--- src/rtl/prog_run_ctrl.sv ---
// Host-side run controller: preloads core data memory, pulses the core start line,
// times the run against a watchdog, then streams back a window of data memory.
module prog_run_ctrl #(
    parameter int unsigned START_CYCLES = 2,
    parameter logic [15:0] MAX_CYCLES   = 16'd60000,
    parameter logic [7:0]  RES_BASE     = 8'd0,
    parameter logic [7:0]  RES_LEN      = 8'd64
) (
    input  logic        CLK,
    input  logic        init,
    input  logic        go,
    input  logic        ld_valid,
    output logic        ld_ready,
    input  logic [7:0]  ld_addr,
    input  logic [7:0]  ld_data,
    input  logic        ld_last,
    output logic        mem_we,
    output logic [7:0]  mem_addr,
    output logic [7:0]  mem_wdata,
    input  logic [7:0]  mem_rdata,
    output logic        dut_start,
    input  logic        dut_halt,
    output logic        res_valid,
    input  logic        res_ready,
    output logic [7:0]  res_addr,
    output logic [7:0]  res_data,
    output logic        busy,
    output logic        done,
    output logic        timeout,
    output logic [15:0] cycle_ct
);

    // state  | meaning
    // IDLE   | after reset, core held in reset, waiting for go
    // LOAD   | accepting preload bytes into data memory
    // START  | core start line held high for START_CYCLES cycles
    // RUN    | core running, cycle counter and watchdog active
    // DRAIN  | core frozen, result window streamed out
    // DONE   | run finished (or timed out), waiting for next go
    typedef enum logic [2:0] {
        S_IDLE  = 3'd0,
        S_LOAD  = 3'd1,
        S_START = 3'd2,
        S_RUN   = 3'd3,
        S_DRAIN = 3'd4,
        S_DONE  = 3'd5
    } state_t;

    localparam logic [3:0] START_LOAD = 4'(START_CYCLES - 1);
    localparam logic [7:0] RES_LAST   = RES_LEN - 8'd1;

    state_t      state_q, state_d;
    logic [3:0]  start_ct_q, start_ct_d;
    logic [7:0]  idx_q, idx_d;
    logic [15:0] cycle_ct_q, cycle_ct_d;
    logic        done_q, done_d;
    logic        timeout_q, timeout_d;

    always_ff @(posedge CLK) begin
        if (init) begin
            state_q    <= S_IDLE;
            start_ct_q <= '0;
            idx_q      <= '0;
            cycle_ct_q <= '0;
            done_q     <= 1'b0;
            timeout_q  <= 1'b0;
        end else begin
            state_q    <= state_d;
            start_ct_q <= start_ct_d;
            idx_q      <= idx_d;
            cycle_ct_q <= cycle_ct_d;
            done_q     <= done_d;
            timeout_q  <= timeout_d;
        end
    end

    always_comb begin
        state_d    = state_q;
        start_ct_d = start_ct_q;
        idx_d      = idx_q;
        cycle_ct_d = cycle_ct_q;
        done_d     = done_q;
        timeout_d  = timeout_q;
        ld_ready   = 1'b0;
        mem_we     = 1'b0;
        mem_addr   = '0;
        mem_wdata  = '0;
        dut_start  = 1'b1;
        res_valid  = 1'b0;
        res_addr   = '0;
        res_data   = '0;
        busy       = 1'b1;

        case (state_q)
            S_IDLE, S_DONE: begin
                busy = 1'b0;
                if (go) begin
                    state_d    = S_LOAD;
                    done_d     = 1'b0;
                    timeout_d  = 1'b0;
                    cycle_ct_d = '0;
                end
            end
            S_LOAD: begin
                ld_ready  = 1'b1;
                mem_addr  = ld_addr;
                mem_wdata = ld_data;
                mem_we    = ld_valid;
                if (ld_valid && ld_last) begin
                    state_d    = S_START;
                    start_ct_d = START_LOAD;
                end
            end
            S_START: begin
                if (start_ct_q == 4'd0) begin
                    state_d = S_RUN;
                end else begin
                    start_ct_d = start_ct_q - 4'd1;
                end
            end
            S_RUN: begin
                dut_start = 1'b0;
                // halt is checked first so a halt coinciding with the limit still reads back
                if (dut_halt) begin
                    state_d = S_DRAIN;
                    idx_d   = '0;
                end else if (cycle_ct_q == MAX_CYCLES) begin
                    timeout_d = 1'b1;
                    state_d   = S_DONE;
                end else begin
                    cycle_ct_d = cycle_ct_q + 16'd1;
                end
            end
            S_DRAIN: begin
                mem_addr  = RES_BASE + idx_q;
                res_valid = 1'b1;
                res_addr  = RES_BASE + idx_q;
                res_data  = mem_rdata;
                if (res_ready) begin
                    if (idx_q == RES_LAST) begin
                        done_d  = 1'b1;
                        idx_d   = '0;
                        state_d = S_DONE;
                    end else begin
                        idx_d = idx_q + 8'd1;
                    end
                end
            end
            default: begin
                state_d = S_IDLE;
            end
        endcase

        // init wins over any in-flight handshake, so no write or beat leaks out in the reset cycle
        if (init) begin
            ld_ready  = 1'b0;
            mem_we    = 1'b0;
            mem_addr  = '0;
            mem_wdata = '0;
            res_valid = 1'b0;
            res_addr  = '0;
            res_data  = '0;
            dut_start = 1'b1;
            busy      = 1'b0;
        end
    end

    assign done     = done_q;
    assign timeout  = timeout_q;
    assign cycle_ct = cycle_ct_q;

endmodule

--- config.mk ---
export PLATFORM = sky130hd
export DESIGN_NAME = prog_run_ctrl
export DESIGN_NICKNAME = d
export VERILOG_FILES = /design/src/rtl/prog_run_ctrl.sv
export SDC_FILE = /design/constraint.sdc
export NUM_CORES = 1
export LEC_CHECK = 0
export CAP_MARGIN = 20
export CORE_AREA = 2 2 72 74
export DETAILED_ROUTE_END_ITERATION = 10
export DIE_AREA = 0 0 74 76
export GPL_TIMING_DRIVEN = 0
export HOLD_SLACK_MARGIN = 0.06
export MAX_ROUTING_LAYER = met4
export PLACE_DENSITY = 0.88
export REMOVE_ABC_BUFFERS = 1
export SLEW_MARGIN = 15
export SYNTH_ARGS = -nofsm -noshare
export SYNTH_HDL_FRONTEND = slang
export SYNTH_SLANG_ARGS = --single-unit
--- constraint.sdc ---
create_clock -name CLK -period 3.2 [get_ports CLK]
set_input_delay 0.32 -clock CLK [delete_from_list [all_inputs] [get_ports CLK]]
set_output_delay 0.32 -clock CLK [all_outputs]
set_load 0.01 [all_outputs]
* After elaboration in Yosys (flattened, before gate mapping)
Cells that the tools add are included.
** Operators by class
- Mux-type cells :: 44
- Add/sub/neg operators :: 3
- Equal/unequal tests :: 18
- Reductions and logical operators :: 14
** Operator list (count)
- $mux W8 :: 10
- $mux W16 :: 3
- $pmux W16 S2 :: 1
- $pmux W8 S2 :: 2
- $mux W3 :: 7
- $ne A2 B2 Y1 const B :: 10
- $add A16 B1 Y16 const B :: 1
- $eq A16 B16 Y1 const B :: 1
- $mux W1 :: 15
- $pmux W3 S5 :: 1
- $reduce_and A4 Y1 :: 3
- $add A8 B1 Y8 const B :: 1
- $eq A8 B6 Y1 const B :: 1
- $mux W4 :: 2
- $pmux W4 S2 :: 1
- $reduce_bool A2 Y1 :: 4
- $eq A3 B2 Y1 const B :: 2
- $eq A3 B3 Y1 const B :: 2
- $reduce_and A3 Y1 :: 2
- $reduce_and A6 Y1 :: 1
- $logic_not A4 Y1 :: 1
- $pmux W1 S2 :: 2
- $sub A4 B1 Y4 const B :: 1
- $eq A3 B1 Y1 const B :: 1
- 4 further kinds :: 4
** Word-level totals
- Word-level logic and storage cells :: 85
- Output and inout bits :: 55
- Register bits after elaboration :: 33
- Input port bits :: 31

* Longest topological paths before layout
- Depth after elaboration :: 4
- Gate-level depth with buffers :: 8
- Depth with buffers taken out :: 7

* Worst setup path after synthesis
Ideal clock, no wire load.
- Path type :: register to register
- From :: register cycle_ct_q[0], in the netlist cycle_ct[0]
- To :: register cycle_ct_q[13], in the netlist cycle_ct[13]
- Path buffers :: 0
- Clock period less this slack :: 1928 ps
- Data arrival time :: 1857 ps
- Setup slack :: 1272 ps
- Cell stages (with the launch flop) :: 8
- Library setup time :: 71 ps
- Required time :: 3129 ps
- Cell sequence :: dfxtp_1 -> inv_1 -> ha_1 -> and3_1 -> a41oi_4 -> nand2_4 -> or4_1 -> a21oi_1
** Between the ends
- Longest elaborated chain between the ends :: 4
- Elaborated cells between the ends (all ways) :: 7
- Those cells by class :: 1 x add/sub; 2 x eq/ne; 3 x mux; 1 x reduce/logical
** Ends and longest elaborated chain
- from (decl) :: line 55 : logic [15:0] cycle_ct_q, cycle_ct_d;
- from (signal assigned) :: line 71 : cycle_ct_q <= cycle_ct_d;
- $add A16 B1 Y16 :: line 131 : cycle_ct_d = cycle_ct_q + 16'd1;
- $mux W16 :: line 127 : end else if (cycle_ct_q == MAX_CYCLES) begin
- $mux W16 :: line 124 : if (dut_halt) begin
- $pmux W16 S2 :: line 94 : case (state_q)
Parallel ways exist; a longest one is shown, timed or not. The select of a mux whose other input is x is not followed.
A chain may end at the register's enable or synchronous reset.

* Worst setup path after layout
- From :: register state_q[2]
- To :: output mem_addr[4]
** Between the ends
- Longest elaborated chain between the ends :: 3
- Elaborated cells between the ends (all ways) :: 4
- Those cells by class :: 2 x eq/ne; 2 x mux
** Ends and longest elaborated chain
- from (decl) :: line 52 : state_t state_q, state_d;
- from (signal assigned) :: line 68 : state_q <= state_d;
- $eq A3 B3 Y1 or $eq A3 B1 Y1 (tied branches) :: line 94
- $pmux W8 S2 (*) :: line 94
- $mux W8 (*) :: line 155 : if (init) begin
- to (decl) :: line 18 : output logic [7:0] mem_addr,
Mark *: on every way between the ends. The rest lies on a longest branch, timed or not.

==> impl_metrics.csv <==
group,metric,value,unit
status,status,"finished clean",
pwr,ir_drop,0.2213,mV
detailed_routing,num_vias,2275,
cells_and_area,syn_to_final_growth,42.78,%
detailed_routing,maxUsedRoutingLayer,"met4",
sta,setup_violations,0,
placed_design,placedCellCount,411,
clock_tree,clockBufferDepth,2,
flow_run,maxCapViolations,0,
grt,track_usage,21.97,%
clock_tree,htreeDepth,2,
synthesis,synth_top_area_share,30.03,%
sta,rsz0062_at_grt,"false",
placed_design,port_buffers,85,
grt,grt-ovfl-total,0,
floorplan,fp.dieW,74,um
worst_setup_path,path_cells,"and2b_1, nand2_1, nor2_2, and2_1, a21o_1, clkdlybuf4s50_1",
sta,min_period,2.850,ns
synthesis,synth_area_leader_cell,"dfxtp_1",
synthesis,ys_seq_elements,33,
grt,grt_pass1_wl,9666,um
synthesis,ys.flop_type,"dfxtp_1",
sta,tns,0,ns
worst_setup_path,worst_path_largest_cell_delay,0.59,ns
worst_setup_path,cp.arrival,2.53,ns
cells_and_area,fin_cells,419,
floorplan,die_y,76,um
synthesis,synth.distinct_cells,53,
grt,grt_antenna_before_repair,0,
floorplan,rows,26,
sta,fmaxAchievable,350.9,MHz
hold_path,hold_class,"flop to flop",
clock_tree,numCtsBuffers,5,
worst_setup_path,endpoint_kind,"primary output",
detailed_routing,wl_met1,2643,um
worst_setup_path,critPathRequiredTime,2.88,ns
detailed_routing,wl_per_cell,14.37,um
floorplan,initial_core_util,44.78,%
floorplan,die-area,5624,um2
detailed_routing,drtAntennaViolNets,0,
detailed_routing,viasPerCell,5.430,
sta,fin_crit_sh,89.05,%
clock_tree,clk_pin_slew,0.07,ns
placed_design,dp_hpwl,4381,um
synthesis,synth.avg_cell_area,8.117,um2
sta,maxSlewViolCount,0,
pwr,pwr_density_cell,281.1,nW/um2
sta,tightest_slew,0.7839,ns
synthesis,ys_seq_area_share,30.03,%
detailed_routing,drt_iter0_drc,197,
grt,first_global_vias,2123,
synthesis,ys_warn_count,0,
worst_setup_path,critPathMaxFanout,17,
synthesis,synth_area_leaders,"dfxtp_1 (30%), and2_1 (7.1%), a21oi_1 (5.2%)",
detailed_routing,met2_length,3029,um
detailed_routing,drc,0,
synthesis,syn_area,2200,um2
placed_design,gp_congestion,0.8529,
detailed_routing,dr.pass1.iters,4,
synthesis,synth.most_common_cell,"dfxtp_1",
synthesis,synth_edf_count,0,
floorplan,num_io_pins,86,
worst_setup_path,crit_type,"flop to primary output",
clock_tree,cts_tree,"built",
clock_tree,clock-root-buffer,"clkbuf_8",
pwr,p_leak,1.102,nW
sta,maxSlewHeadroom,47.35,%
synthesis,synth_common_cells,"dfxtp_1 (33), and2_1 (25), nor2_1 (25)",
clock_tree,clk_latency,0.29,ns
detailed_routing,drt-total-wl,6023,um
cells_and_area,drive_above_1_share,6.590,%
floorplan,design.core.area,4912,um2
grt,grt_max_degree,33,
detailed_routing,dr_wl_met3,286,um
cells_and_area,diodes,0,
synthesis,synthCells,271,
synthesis,synth-async-reset-ratio,0,%
sta,skew,0.003244,ns
worst_setup_path,start_kind,"flop",
cells_and_area,nNetsFinal,384,
worst_setup_path,cp_slowest_cell,"dfxtp_1",
sta,hold_viol_final,0,
clock_tree,clock-sinks,33,
cells by family after synthesis:
group                    Yosys count  synth area share [%]
multiplexers                       1                0.4551
buffers and inverters             24                 4.949
flip-flops                        33                 30.03
XOR/XNOR                           8                 3.185
AND/OR/NAND/NOR                  133                 37.49
AO/OA/AOI/OAI                     67                 21.05
adder cells (fa/ha/maj)            5                 2.844
cell usage in the layout (no fill, tap or decap), types with 7 or more instances in the layout:
| cell | instances |
|---|---|
| nand2_1 | 17 |
| nand3_1 | 12 |
| o21ai_1 | 7 |
| clkdlybuf4s50_1 | 84 |
| nor3_1 | 7 |
| dfxtp_1 | 33 |
| a21o_1 | 10 |
| nor2_1 | 24 |
| a31oi_1 | 8 |
| inv_1 | 8 |
| and2_1 | 25 |
| a21oi_1 | 23 |
worst max-delay path: cells and delay by family, from the launching register on:
kind / cells / cell delay [ns]
simple gates: 4 / 1.01
compound gates: 1 / 0.09
flops: 1 / 0.59
buf+inv: 1 / 0.54
final timing paths:
path                            cells past startpoint  slack [ns]     endpoint  startpoint
worst max-delay path                                6        0.35  mem_addr[4]  state_q[2]
worst max register to register                      4        1.02  cycle_ct[9]  state_q[1]
worst min register to register                      2        0.46      timeout     timeout
worst min-delay path                                2        0.46      timeout     timeout
area by class of cell:
| type | count | area (um2) |
|---|---|---|
| Inverter | 9 | 33.78 |
| Timing Repair Buffer | 85 | 845.8 |
| Sequential cell | 33 | 660.6 |
| Fill cell | 414 | 1772 |
| Tap cell | 70 | 87.58 |
| Clock buffer | 8 | 80.08 |
| Multi-Input combinational cell | 214 | 1433 |
through the flow:
step	setup WS (ns)	hold slack, ns	utilization [%]	instance area (um2)	power [mW]
6_report	0.3504	0.4628	63.93	3141	0.8829
5_1_grt	0.1138	0.4909	63.93	3141	0.9159
4_1_cts	0.08328	0.4679	63.88	3138	0.8867
3_5_place_dp	0.3987	0.4584	62.25	3058	0.5831
3_3_place_gp	-0.2910	0.4584	62.35	3063	0.5803
2_1_floorplan	1.187	0.3891	-	2125	0.4943
timing repair:
action	in CTS	in global routing
setup buffers	0	0
gates resized for setup	0	1
endpoints found under the setup margin	0	8
hold buffers	0	0
flip-flops by register name (all words and copies together), names as in the netlist:
name / count
cycle_ct: 16
done: 1
idx_q: 8
start_ct_q: 4
state_q: 3
timeout: 1
layer usage:
layer  track usage, %  vias to the layer above
li1                 -                     1138
met1            26.23                     1068
met2            36.70                       63
met3            4.894                        6
met4            6.000                        0
met5                -                        -
report_power, final:
group	total, mW	switching, mW	internal, mW
sequential	0.424	0.00895	0.415
clock	0.309	0.154	0.155
combinational	0.150	0.0674	0.0828
No activity file was read; power rests on OpenSTA's default activity.
